**config.mk**
```make
export PLATFORM = sky130hd
export DESIGN_NAME = resonator_ddc_control_deadlock_reporter
export DESIGN_NICKNAME = d
export VERILOG_FILES = /design/src/rtl/resonator_ddc_control_deadlock_reporter.sv
export SDC_FILE = /design/constraint.sdc
export NUM_CORES = 1
export LEC_CHECK = 0
export CAP_MARGIN = 20
export CORE_MARGIN = 2
export CORE_UTILIZATION = 50
export DETAILED_ROUTE_END_ITERATION = 6
export MAX_ROUTING_LAYER = met4
export PLACE_DENSITY = 0.72
export SLEW_MARGIN = 20
export SYNTH_ARGS = -nofsm -noshare
export SYNTH_HDL_FRONTEND = slang
export SYNTH_SLANG_ARGS = --single-unit
```
**constraint.sdc**
```tcl
create_clock -name clock -period 4.75 [get_ports clock]
set_input_delay 0.95 -clock clock [delete_from_list [all_inputs] [get_ports clock]]
set_output_delay 0.95 -clock clock [all_outputs]
set_load 0.05 [all_outputs]
```
**src/rtl/resonator_ddc_control_deadlock_reporter.sv**
```systemverilog
// Deadlock watchdog for the DDC control monitor: qualifies long stalls, latches
// the implicated stream channels and stall start time, and emits one report per event.
module resonator_ddc_control_deadlock_reporter #(
    parameter int THRESH = 1024,  // legal range 2 .. 2**CNT_W-1
    parameter int CNT_W  = 16,
    parameter int TS_W   = 32
) (
    input  logic            clock,
    input  logic            reset,
    input  logic            block,
    input  logic [1:0]      axis_block_sigs,
    input  logic            clear,
    input  logic            report_ready,
    output logic            deadlock,
    output logic            report_valid,
    output logic [1:0]      report_mask,
    output logic [TS_W-1:0] report_ts,
    output logic [15:0]     stall_episodes
);

    typedef enum logic [1:0] {
        S_IDLE   = 2'd0,
        S_STALL  = 2'd1,
        S_REPORT = 2'd2,
        S_HOLD   = 2'd3
    } state_t;

    localparam logic [CNT_W-1:0] RUN_LAST = CNT_W'(THRESH - 1);
    localparam logic [15:0]      EPI_MAX  = 16'hFFFF;

    state_t            r_state;
    logic [CNT_W-1:0]  r_run;
    logic [TS_W-1:0]   r_ts;
    logic [TS_W-1:0]   r_start_ts;
    logic [1:0]        r_acc_mask;
    logic              r_deadlock;
    logic              r_report_valid;
    logic [1:0]        r_report_mask;
    logic [TS_W-1:0]   r_report_ts;
    logic [15:0]       r_stall_episodes;

    // Timestamp, stall-run tracking and report FSM with registered outputs
    always_ff @(posedge clock) begin
        if (reset) begin
            r_state          <= S_IDLE;
            r_run            <= '0;
            r_ts             <= '0;
            r_start_ts       <= '0;
            r_acc_mask       <= 2'b00;
            r_deadlock       <= 1'b0;
            r_report_valid   <= 1'b0;
            r_report_mask    <= 2'b00;
            r_report_ts      <= '0;
            r_stall_episodes <= 16'd0;
        end else begin
            r_ts <= r_ts + TS_W'(1);
            case (r_state)
                S_IDLE: begin
                    if (block) begin
                        r_state    <= S_STALL;
                        r_run      <= CNT_W'(1);
                        r_start_ts <= r_ts;
                        r_acc_mask <= axis_block_sigs;
                    end
                end
                S_STALL: begin
                    if (block) begin
                        r_acc_mask <= r_acc_mask | axis_block_sigs;
                        // run counts samples already taken, so THRESH-1 here means this is sample THRESH
                        if (r_run == RUN_LAST) begin
                            r_state        <= S_REPORT;
                            r_report_mask  <= r_acc_mask | axis_block_sigs;
                            r_report_ts    <= r_start_ts;
                            r_deadlock     <= 1'b1;
                            r_report_valid <= 1'b1;
                        end else begin
                            r_run <= r_run + CNT_W'(1);
                        end
                    end else begin
                        r_state    <= S_IDLE;
                        r_run      <= '0;
                        r_acc_mask <= 2'b00;
                        if (r_stall_episodes != EPI_MAX) begin
                            r_stall_episodes <= r_stall_episodes + 16'd1;
                        end
                    end
                end
                S_REPORT: begin
                    if (report_ready) begin
                        r_state        <= S_HOLD;
                        r_report_valid <= 1'b0;
                    end
                end
                S_HOLD: begin
                    // A block seen alongside clear is dropped; the next stall starts on a later sample
                    if (clear) begin
                        r_state    <= S_IDLE;
                        r_deadlock <= 1'b0;
                        r_run      <= '0;
                        r_acc_mask <= 2'b00;
                    end
                end
                default: begin
                    r_state        <= S_IDLE;
                    r_run          <= '0;
                    r_acc_mask     <= 2'b00;
                    r_deadlock     <= 1'b0;
                    r_report_valid <= 1'b0;
                end
            endcase
        end
    end

    assign deadlock       = r_deadlock;
    assign report_valid   = r_report_valid;
    assign report_mask    = r_report_mask;
    assign report_ts      = r_report_ts;
    assign stall_episodes = r_stall_episodes;

endmodule

```
==> impl_metrics.sql, run 1 <==
INSERT INTO impl_metrics (metric_group, metric, value, unit) VALUES
('final_layout', 'layout_cell_share_with_drive_strength_beyond_1', '7.387', '%'),
('final_layout', 'antenna-diode-count', '0', ''),
('floorplanning', 'die-area', '0.01203', 'mm^2'),
('clock_tree', 'clk_path_buf_depth', '2', ''),
('worst_setup_path', 'worst-path-buf-inv', '1', ''),
('sta', 'worstMarginPinSlew', '0.7505', 'ns'),
('final_layout', 'final_core_utilization', '63.19', '%'),
('worst_setup_path', 'top_cell_family_by_delay_on_the_critical_path', 'buffers and inverters', ''),
('worst_setup_path', 'cp.arrival', '1.83', 'ns'),
('clock_tree', 'number_of_h_tree_branching_levels', '4', ''),
('logic_synthesis', 'ys.flop_type', 'sky130_fd_sc_hd__dfxtp_1', ''),
('global_route', 'antenna_found_initial', '0', ''),
('sta', 'final_number_of_max_transition_violations', '0', ''),
('sta', 'finalHoldWorstSlack', '0.4524', 'ns'),
('route', 'routed_length_on_met2', '5.929', 'mm'),
('place', 'numPlacedInstances', '839', ''),
('sta', 'timing.final.crit_share', '58.44', '%'),
('logic_synthesis', 'postSynthNetCount', '681', ''),
('clock_tree', 'clockRootBuffer', 'sky130_fd_sc_hd__clkbuf_8', ''),
('global_route', 'largest_net_degree_at_the_start_of_global_routing', '76', ''),
('route', 'postRouteWirelength', '12.35', 'mm'),
('floorplanning', 'floorplan.die.height', '109.7', 'um'),
('route', 'dr_total_vias', '4782', ''),
('clock_tree', 'ctsResizeCount', '0', ''),
('clock_tree', 'cts_setup_buffers', '0', ''),
('logic_synthesis', 'yosysMostFrequentCell', 'sky130_fd_sc_hd__nand2_1', ''),
('place', 'detailed_place_hpwl', '8.086', 'mm'),
('sta', 'setup_viol', '0', ''),
('logic_synthesis', 'top_cells_by_area_in_the_synthesized_netlist', 'sky130_fd_sc_hd__dfxtp_1 (49%), sky130_fd_sc_hd__nand2_1 (11%), sky130_fd_sc_hd__a21oi_1 (7.0%), sky130_fd_sc_hd__xor2_1 (5.5%), sky130_fd_sc_hd__nor2_1 (4.3%)', ''),
('place', 'placed_cell_area', '0.006223', 'mm^2'),
('power', 'power_leakage', '2.376', 'nW'),
('logic_synthesis', 'synth.yosys.seq_area_share', '48.76', '%'),
('logic_synthesis', 'cells_after_synth', '670', ''),
('clock_tree', 'cts_inserted_buffers', '17', ''),
('outcome', 'outcome', 'finished clean', ''),
('floorplanning', 'fp.dieW', '109.7', 'um'),
('global_route', 'grt_pass1_wl', '21.01', 'mm'),
('power', 'power', '2.668', 'mW'),
('route', 'met1Wirelength', '5.675', 'mm'),
('final_layout', 'post-route-cell-area', '0.006880', 'mm^2'),
('logic_synthesis', 'synth_enable_flop_cells', '0', ''),
('logic_synthesis', 'synth_seq_cells', '136', ''),
('clock_tree', 'clock_latency', '0.53', 'ns'),
('logic_synthesis', 'netlist-cell-type-count', '46', ''),
('route', 'route.detailed.vias_per_inst', '5.490', ''),
('worst_setup_path', 'setup.worst_path.start_class', 'flop', ''),
('global_route', 'total_routing_usage_gr', '22.95', '%'),
('sta', 'max_freq', '360.3', 'MHz'),
('floorplanning', 'number_of_top_level_pins', '59', ''),
('sta', 'maxSlewHeadroom', '49.96', '%'),
('worst_setup_path', 'path_max_fanout', '7', ''),
('clock_tree', 'cts_num_sinks', '136', ''),
('floorplanning', 'initial_utilization', '51.29', '%'),
('worst_setup_path', 'timing.critical_path.slowest_cell_delay', '0.85', 'ns'),
('route', 'drc', '0', ''),
('global_route', 'globalRouteOverflowTotal', '0', ''),
('route', 'drt_pre_antenna_iters', '5', ''),
('worst_setup_path', 'crit_path_top_delay_cell', 'sky130_fd_sc_hd__clkdlybuf4s50_1', ''),
('logic_synthesis', 'yosys.area.top_type_share', '48.76', '%'),
('clock_tree', 'cts.clk_slew.worst_paths', '0.06', 'ns'),
('worst_setup_path', 'worst-endpoint-required', '3.80', 'ns'),
('logic_synthesis', 'synth.avg_cell_area', '8.334', 'um^2'),
('clock_tree', 'cts-hold-fix-buffers', '0', ''),
('sta', 'finalClockSkew', '0.007496', 'ns'),
('final_layout', 'number_of_nets_in_the_layout', '729', ''),
('place', 'buffer_ports.inserted', '58', ''),
('sta', 'period_minus_slack', '2.776', 'ns'),
('worst_setup_path', 'crit_path_cell_trace', 'clkdlybuf4s50_1', ''),
('floorplanning', 'floorplan.rows', '38', ''),
('logic_synthesis', 'yosys.area.top_type', 'sky130_fd_sc_hd__dfxtp_1', ''),
('worst_setup_path', 'critPathCaptureType', 'output pin', '');
[metal layers]
metal / vias up / global-route usage, %
met3: 30 / 5.394
met2: 102 / 36.29
li1: 2386 / -
met4: 0 / 10.04
met5: - / -
met1: 2264 / 28.03
[path summary, 6_finish.rpt]
kind                                  startpoint                          end  depth (start not counted)
setup / recovery  stall_episodes[2]$_SDFFE_PP0P_            stall_episodes[2]                          1
hold / removal        r_start_ts[7]$_SDFFE_PP0P_   r_start_ts[7]$_SDFFE_PP0P_                          2
setup reg to reg           r_run[0]$_SDFFE_PP0P_  report_mask[0]$_SDFFE_PP0P_                          6
hold reg to reg       r_start_ts[7]$_SDFFE_PP0P_   r_start_ts[7]$_SDFFE_PP0P_                          2
[layout by cell type (no fill, tap or decap), types with 6 or more instances in the layout]
master                            Yosys  final
sky130_fd_sc_hd__nand2_1            160    160
sky130_fd_sc_hd__dfxtp_1            136    136
sky130_fd_sc_hd__a21oi_1             78     78
sky130_fd_sc_hd__nor2_1              64     63
sky130_fd_sc_hd__clkdlybuf4s50_1      0     57
sky130_fd_sc_hd__xor2_1              35     35
sky130_fd_sc_hd__nand4_1             21     21
sky130_fd_sc_hd__nand3_1             20     20
sky130_fd_sc_hd__clkbuf_16            0     16
sky130_fd_sc_hd__o21ai_0             14     14
sky130_fd_sc_hd__or3_1               11     11
sky130_fd_sc_hd__xnor2_1             11     11
sky130_fd_sc_hd__nor3_1              10     10
sky130_fd_sc_hd__o211ai_1             9      9
sky130_fd_sc_hd__and3_1               8      8
sky130_fd_sc_hd__nor4_1               6      6
sky130_fd_sc_hd__bufinv_16            0      6
[tightest hold or removal path: cells and delay by family, from the launching register on]
family | cells | cell delay, ns
AO/OA/AOI/OAI | 1 | 0.05
AND/OR/NAND/NOR | 1 | 0.05
flip-flops | 1 | 0.31
[state kept, by name, indices dropped and copies added (netlist names), named ones only]
name            count
deadlock            1
r_start_ts         32
report_mask         2
r_acc_mask          2
r_ts               32
stall_episodes     16
r_run              16
r_state             1
report_ts          32
report_valid        1
[final cells by class]
| cell class | count | area [um^2] |
|---|---|---|
| Multi-Input combinational cell | 499 | 2710 |
| Clock buffer | 19 | 431.7 |
| Tap cell | 140 | 175.2 |
| Timing Repair Buffer | 62 | 608.1 |
| Clock inverter | 13 | 225.2 |
| Inverter | 2 | 7.507 |
| Fill cell | 949 | 4008 |
| Sequential cell | 136 | 2723 |
[cells by family after synthesis]
family | after synthesis | share of synthesized area, %
adders and majority gates | 4 | 0.8963
and+or+nand+nor | 335 | 29.15
xor gates and xnor gates | 46 | 7.215
DFF | 136 | 48.76
muxes | 2 | 0.3585
AOI/OAI and AO/OA | 112 | 10.87
buffers and inverters | 35 | 2.756
[power breakdown]
group	internal (mW)	switching, mW	leakage, nW
combinational	0.0174	0.0488	0.958
sequential	1.15	0.00910	1.10
clock	0.970	0.476	0.322
No activity file was read; power rests on OpenSTA's default activity.
==> run 2, diff against run 1 <==
--- a/config.mk
+++ b/config.mk
@@ -10,7 +10,7 @@
 export CORE_UTILIZATION = 50
 export DETAILED_ROUTE_END_ITERATION = 6
 export MAX_ROUTING_LAYER = met4
-export PLACE_DENSITY = 0.72
+export PLACE_DENSITY = 0.75
 export SLEW_MARGIN = 20
 export SYNTH_ARGS = -nofsm -noshare
 export SYNTH_HDL_FRONTEND = slang
==> constraint.sdc (replaced) <==
create_clock -name clock -period 2.3 [get_ports clock]
set_input_delay 0.46 -clock clock [delete_from_list [all_inputs] [get_ports clock]]
set_output_delay 0.46 -clock clock [all_outputs]
set_load 0.05 [all_outputs]
==> run 2 against run 1 <==
Compared with the run above: flip-flop and latch count stayed put; highest routed layer unchanged; sequential share of layout area down 0.87 points; core utilization rose by 1.4 points; combinational power grew to 2.5 times the previous value; total power up 98%; clock skew fell by 0.0016 ns; non-clock buffer count grew 23; wire length rose by 4.2%; register-to-register slack got worse by 2.2 ns; via count grew 3.4%.
==> impl_metrics.sql, run 2 (synthesis results as in run 1) <==
INSERT INTO impl_metrics (metric_group, metric, value, unit) VALUES
('worst_setup_path', 'timing.critical_path.slowest_cell_delay', '0.85', 'ns'),
('place', 'dp_slack', '-0.02049', 'ns'),
('worst_setup_path', 'worst-endpoint-required', '1.84', 'ns'),
('route', 'route.detailed.vias_per_inst', '5.531', ''),
('sta', 'hold_viol_final', '0', ''),
('worst_setup_path', 'path_max_fanout', '4', ''),
('worst_setup_path', 'worst-path-buf-inv', '1', ''),
('final_layout', 'commonest_cells_after_routing_fill_and_taps_aside', 'sky130_fd_sc_hd__nand2_1 (160), sky130_fd_sc_hd__dfxtp_1 (136), sky130_fd_sc_hd__a21oi_1 (78), sky130_fd_sc_hd__nor2_1 (63), sky130_fd_sc_hd__clkdlybuf4s50_1 (51)', ''),
('global_route', 'grt_pass1_wl', '21.21', 'mm'),
('floorplanning', 'fp.dieW', '109.7', 'um'),
('place', 'detailed_place_hpwl', '8.792', 'mm'),
('clock_tree', 'cts-hold-fix-buffers', '0', ''),
('sta', 'final_setup_margin', '0.04472', 'ns'),
('sta', 'final.setup.tns', '0', 'ns'),
('global_route', 'largest_net_degree_at_the_start_of_global_routing', '63', ''),
('place', 'gp_congestion', '0.8629', ''),
('worst_setup_path', 'critPathCaptureType', 'output pin', ''),
('job', 'drv_cap', '0', ''),
('route', 'drc', '0', ''),
('floorplanning', 'initial_utilization', '51.29', '%'),
('sta', 'final_number_of_max_transition_violations', '0', ''),
('clock_tree', 'number_of_h_tree_branching_levels', '4', ''),
('place', 'buffer_ports.inserted', '58', ''),
('final_layout', 'nFillCells', '928', ''),
('clock_tree', 'cts_inserted_buffers', '17', ''),
('power', 'vdd_drop_max', '0.7136', 'mV'),
('route', 'drtAntennaViolNets', '0', ''),
('outcome', 'outcome', 'finished clean', ''),
('final_layout', 'layout_cell_share_with_drive_strength_beyond_1', '10.08', '%'),
('clock_tree', 'clockRootBuffer', 'sky130_fd_sc_hd__clkbuf_8', ''),
('final_layout', 'antenna-diode-count', '0', ''),
('route', 'detail_route.iter0.violations', '390', ''),
('global_route', 'total_routing_usage_gr', '23.32', '%'),
('sta', 'maxSlewHeadroom', '59.42', '%'),
('route', 'dr_total_vias', '4945', ''),
('power', 'power_density', '752.5', 'mW/mm^2'),
('global_route', 'globalRouteOverflowTotal', '0', ''),
('worst_setup_path', 'top_cell_family_by_delay_on_the_critical_path', 'buffers and inverters', ''),
('clock_tree', 'ctsResizeCount', '2', ''),
('worst_setup_path', 'setup.worst_path.start_class', 'flop', ''),
('clock_tree', 'cts_num_sinks', '136', ''),
('worst_setup_path', 'crit_path_cell_trace', 'clkdlybuf4s50_1', ''),
('hold_path', 'holdCritPathClass', 'input port to flop', ''),
('sta', 'unrepaired_setup_endpoints_after_global_routing', 'no', ''),
('route', 'drt-wirelength-per-cell', '14.40', 'um'),
('sta', 'worstMarginPinSlew', '0.6087', 'ns'),
('place', 'numPlacedInstances', '862', ''),
('worst_setup_path', 'cp.arrival', '1.80', 'ns'),
('power', 'power_leakage', '2.558', 'nW'),
('sta', 'timing.final.crit_share', '98.06', '%'),
('floorplanning', 'floorplan.rows', '38', ''),
('floorplanning', 'number_of_top_level_pins', '59', ''),
('clock_tree', 'tritoncts_clock_tree', 'yes', ''),
('route', 'drt_pre_antenna_iters', '5', ''),
('global_route', 'vias_in_the_first_global_route', '4653', ''),
('final_layout', 'layout.cells.non_filler', '894', ''),
('clock_tree', 'clock_latency', '0.53', 'ns'),
('clock_tree', 'cts.clk_slew.worst_paths', '0.06', 'ns'),
('final_layout', 'layout_commonest_cell', 'sky130_fd_sc_hd__nand2_1', ''),
('worst_setup_path', 'path_class', 'flop to output pin', ''),
('final_layout', 'number_of_nets_in_the_layout', '752', ''),
('route', 'postRouteWirelength', '12.87', 'mm'),
('sta', 'period_minus_slack', '2.255', 'ns'),
('floorplanning', 'die-area', '0.01203', 'mm^2'),
('floorplanning', 'core_area', '0.01089', 'mm^2'),
('floorplanning', 'floorplan.die.height', '109.7', 'um'),
('global_route', 'antenna_found_initial', '0', ''),
('sta', 'setup_viol', '0', ''),
('clock_tree', 'cts_setup_buffers', '0', ''),
('sta', 'max_freq', '443.4', 'MHz'),
('clock_tree', 'clk_path_buf_depth', '2', ''),
('sta', 'finalClockSkew', '0.005900', 'ns'),
('final_layout', 'area_growth_syn_to_layout', '25.97', '%'),
('worst_setup_path', 'crit_path_top_delay_cell', 'sky130_fd_sc_hd__clkdlybuf4s50_1', '');
==> run 2: changes by cell type in the layout (fill, tap and decap cells not counted), moves of 2 or more <==
cell | before | now
sky130_fd_sc_hd__clkdlybuf4s50_1 | 57 | 51
sky130_fd_sc_hd__bufinv_16 | 6 | 3
sky130_fd_sc_hd__dlymetal6s2s_1 | 0 | 4
sky130_fd_sc_hd__dlygate4sd2_1 | 0 | 2
sky130_fd_sc_hd__clkbuf_8 | 2 | 4
sky130_fd_sc_hd__clkinv_2 | 4 | 2
sky130_fd_sc_hd__buf_4 | 5 | 26
sky130_fd_sc_hd__buf_12 | 0 | 2
==> run 2: stage by stage <==
step | util, % | hold WS, ns | area [um^2] | total power, mW
CTS | 64.51 | 0.2802 | 7024 | 5.339
floorplan | - | 0.4319 | 5584 | 2.530
global placement | 58.97 | 0.4405 | 6421 | 2.597
detailed placement | 58.97 | 0.4463 | 6421 | 2.601
global route | 64.61 | 0.3016 | 7034 | 5.457
finish | 64.61 | 0.3047 | 7034 | 5.293
==> run 2: path summary, 6_finish.rpt <==
check                             startpoint                   endpoint  slack, ns  cells after the start
min                                    reset         r_ts[0]$_SDFF_PP0_       0.30                      2
min reg2reg        report_ts[6]$_SDFFE_PP0P_  report_ts[6]$_SDFFE_PP0P_       0.45                      2
max reg2reg            r_run[1]$_SDFFE_PP0P_      r_run[7]$_SDFFE_PP0P_       0.19                      7
max          stall_episodes[14]$_SDFFE_PP0P_         stall_episodes[14]       0.04                      1
==> run 2: report_power, final <==
group / leakage (nW) / internal [mW] / total (mW) / switching [mW]
Sequential: 1.10 / 2.37 / 2.38 / 0.0149
Combinational: 1.17 / 0.0571 / 0.167 / 0.110
Clock: 0.296 / 1.74 / 2.74 / 0.999
==> run 2: cell type report <==
cell class,count,area (um^2),area share [%]
sequential,136,2723,38.71
inverter,2,7.507,0.1067
multi-input combinational,499,2710,38.53
tap,140,175.2,2.490
timing repair buffer,85,813.3,11.56
clock buffer,22,462.9,6.581
clock inverter,10,142.6,2.028
==> run 2: layer usage <==
metal / vias up / part of all wire (%) / global-route usage, %
met2: 113 / 48 / 37.13
met4: 0 / 1.4 / 7.595
li1: 2438 / - / -
met5: - / 0 / -
met3: 17 / 4.7 / 7.350
met1: 2377 / 46 / 28.17
==> run 3, diff against run 2 <==
--- a/config.mk
+++ b/config.mk
@@ -9,7 +9,6 @@
 export CORE_MARGIN = 2
 export CORE_UTILIZATION = 50
 export DETAILED_ROUTE_END_ITERATION = 6
-export MAX_ROUTING_LAYER = met4
 export PLACE_DENSITY = 0.75
 export SLEW_MARGIN = 20
 export SYNTH_ARGS = -nofsm -noshare
==> run 3 against run 2 <==
Compared with the run above: first-iteration DRC count up 5.1%; setup slack better by 0.030 ns; sequential share of layout area up 0.31 points; critical path type unchanged; largest power group unchanged; worst hold slack better by 0.011 ns; critical endpoint is now stall_episodes[11].
==> impl_metrics.sql, run 3 (synthesis results as in run 1) <==
INSERT INTO impl_metrics (metric_group, metric, value, unit) VALUES
('outcome', 'outcome', 'finished clean', ''),
('sta', 'setup_viol', '0', ''),
('route', 'route.detailed.vias_per_inst', '5.525', ''),
('power', 'cellInternalPower', '3.959', 'mW'),
('job', 'drv_cap', '0', ''),
('sta', 'final.setup.tns', '0', 'ns'),
('route', 'drc', '0', ''),
('hold_path', 'holdCritPathClass', 'input port to flop', ''),
('floorplanning', 'number_of_top_level_pins', '59', ''),
('sta', 'timing.final.crit_share', '96.76', '%'),
('floorplanning', 'core_area', '0.01089', 'mm^2'),
('final_layout', 'commonest_cells_after_routing_fill_and_taps_aside', 'sky130_fd_sc_hd__nand2_1 (160), sky130_fd_sc_hd__dfxtp_1 (136), sky130_fd_sc_hd__a21oi_1 (78), sky130_fd_sc_hd__nor2_1 (63), sky130_fd_sc_hd__clkdlybuf4s50_1 (49)', ''),
('worst_setup_path', 'worst-path-buf-inv', '1', ''),
('sta', 'maxSlewHeadroom', '60.70', '%'),
('final_layout', 'layout_cell_share_with_drive_strength_beyond_1', '10.08', '%'),
('power', 'power_leakage', '2.577', 'nW'),
('route', 'detail_route.iter0.violations', '410', ''),
('final_layout', 'final_core_utilization', '64.09', '%'),
('route', 'drt-wirelength-per-cell', '14.49', 'um'),
('global_route', 'antenna_found_initial', '0', ''),
('clock_tree', 'number_of_h_tree_branching_levels', '4', ''),
('clock_tree', 'tritoncts_clock_tree', 'yes', ''),
('final_layout', 'layout_commonest_cell', 'sky130_fd_sc_hd__nand2_1', ''),
('sta', 'unrepaired_setup_endpoints_after_global_routing', 'no', ''),
('place', 'gp_congestion', '0.8699', ''),
('route', 'dr_total_vias', '4939', ''),
('sta', 'hold_viol_final', '0', ''),
('global_route', 'largest_net_degree_at_the_start_of_global_routing', '61', ''),
('sta', 'max_freq', '449.4', 'MHz'),
('power', 'p_comb_share', '3.3', '%'),
('worst_setup_path', 'top_cell_family_by_delay_on_the_critical_path', 'buffers and inverters', ''),
('power', 'netSwitchingPower', '1.137', 'mW'),
('clock_tree', 'clock_latency', '0.52', 'ns'),
('floorplanning', 'floorplan.rows', '38', ''),
('worst_setup_path', 'cp.arrival', '1.77', 'ns'),
('worst_setup_path', 'setup.worst_path.start_class', 'flop', ''),
('global_route', 'total_routing_usage_gr', '23.26', '%'),
('worst_setup_path', 'worst-endpoint-required', '1.84', 'ns'),
('worst_setup_path', 'critPathCaptureType', 'output pin', ''),
('final_layout', 'number_of_nets_in_the_layout', '752', ''),
('worst_setup_path', 'crit_path_top_delay_cell', 'sky130_fd_sc_hd__clkdlybuf4s50_1', ''),
('floorplanning', 'fp.dieW', '109.7', 'um'),
('clock_tree', 'cts.clk_slew.worst_paths', '0.06', 'ns'),
('power', 'vdd_drop_max', '0.7119', 'mV'),
('floorplanning', 'initial_utilization', '51.29', '%'),
('worst_setup_path', 'path_max_fanout', '4', ''),
('global_route', 'globalRouteOverflowTotal', '0', ''),
('sta', 'finalClockSkew', '0.004107', 'ns'),
('power', 'power.share.clock', '49.9', '%'),
('sta', 'period_minus_slack', '2.225', 'ns'),
('worst_setup_path', 'path_class', 'flop to output pin', ''),
('power', 'power.switching_fraction', '22.31', '%'),
('clock_tree', 'ctsResizeCount', '1', ''),
('place', 'placed_cell_area', '0.006409', 'mm^2'),
('sta', 'finalHoldWorstSlack', '0.3162', 'ns'),
('route', 'drt_pre_antenna_iters', '6', ''),
('sta', 'final_number_of_max_transition_violations', '0', ''),
('global_route', 'grt_pass1_wl', '21.88', 'mm'),
('final_layout', 'post-route-cell-area', '0.006978', 'mm^2'),
('clock_tree', 'clockRootBuffer', 'sky130_fd_sc_hd__clkbuf_8', ''),
('route', 'drtAntennaViolNets', '0', ''),
('clock_tree', 'cts_inserted_buffers', '17', ''),
('global_route', 'vias_in_the_first_global_route', '4670', ''),
('clock_tree', 'cts-hold-fix-buffers', '0', ''),
('place', 'buffer_ports.inserted', '58', ''),
('power', 'seq_power_share', '46.8', '%'),
('sta', 'worstMarginPinSlew', '0.5896', 'ns'),
('worst_setup_path', 'timing.critical_path.slowest_cell_delay', '0.84', 'ns'),
('clock_tree', 'clk_path_buf_depth', '2', ''),
('route', 'postRouteWirelength', '12.96', 'mm'),
('power', 'power_density', '730.2', 'mW/mm^2'),
('final_layout', 'area_growth_syn_to_layout', '24.96', '%'),
('place', 'detailed_place_hpwl', '8.727', 'mm'),
('clock_tree', 'cts_num_sinks', '136', ''),
('worst_setup_path', 'crit_path_cell_trace', 'clkdlybuf4s50_1', ''),
('final_layout', 'antenna-diode-count', '0', ''),
('power', 'power', '5.096', 'mW'),
('floorplanning', 'die-area', '0.01203', 'mm^2'),
('clock_tree', 'cts_setup_buffers', '0', ''),
('floorplanning', 'floorplan.die.height', '109.7', 'um');
[run 3: cell count changes in the layout (fill, tap and decap cells not counted), sizes merged, moves of 2 or more]
cell,before,now
dlymetal6s2s,4,7
clkdlybuf4s50,51,49
clkbuf,22,19
clkinv,5,9
[run 3: power groups by stage]
stage,logic (mW),registers (mW),clock network [mW]
2_1_floorplan,0.0924,2.44,0
3_3_place_gp,0.162,2.43,0
3_5_place_dp,0.166,2.43,0
4_1_cts,0.168,2.38,2.58
5_1_grt,0.185,2.38,2.69
6_report,0.168,2.38,2.54
[run 3: layout make-up]
type,count,area (um^2)
timing repair buffer,85,809.5
multi-input combinational,499,2710
clock buffer,19,421.7
tap,140,175.2
clock inverter,13,131.4
inverter,2,7.507
fill,944,3910
sequential,136,2723
[run 3: per-layer routing]
layer  GRT usage [%]  up-vias  wire [um]  part of all wire [%]
li1                -     2423          -                     -
met1           30.82     2360       5932                    46
met4           8.499        0        159                   1.2
met2           36.55      137       6146                    47
met5               0        -          0                     0
met3           6.106       19        720                   5.6
[run 3: worst paths after layout]
path | startpoint | end | slack (ns) | cells after the start
max | stall_episodes[11]$_SDFFE_PP0P_ | stall_episodes[11] | 0.07 | 1
min | reset | r_ts[0]$_SDFF_PP0_ | 0.32 | 2
max reg2reg | r_run[1]$_SDFFE_PP0P_ | report_ts[18]$_SDFFE_PP0P_ | 0.15 | 7
min reg2reg | report_ts[4]$_SDFFE_PP0P_ | report_ts[4]$_SDFFE_PP0P_ | 0.45 | 2
[run 3: through the flow]
stage / instances / setup slack [ns]
floorplan: 670 / 0.007973
global placement: 862 / 0.004021
detailed placement: 862 / -0.04846
CTS: 894 / 0.005397
global route: 894 / 0.009874
finish: 894 / 0.07460
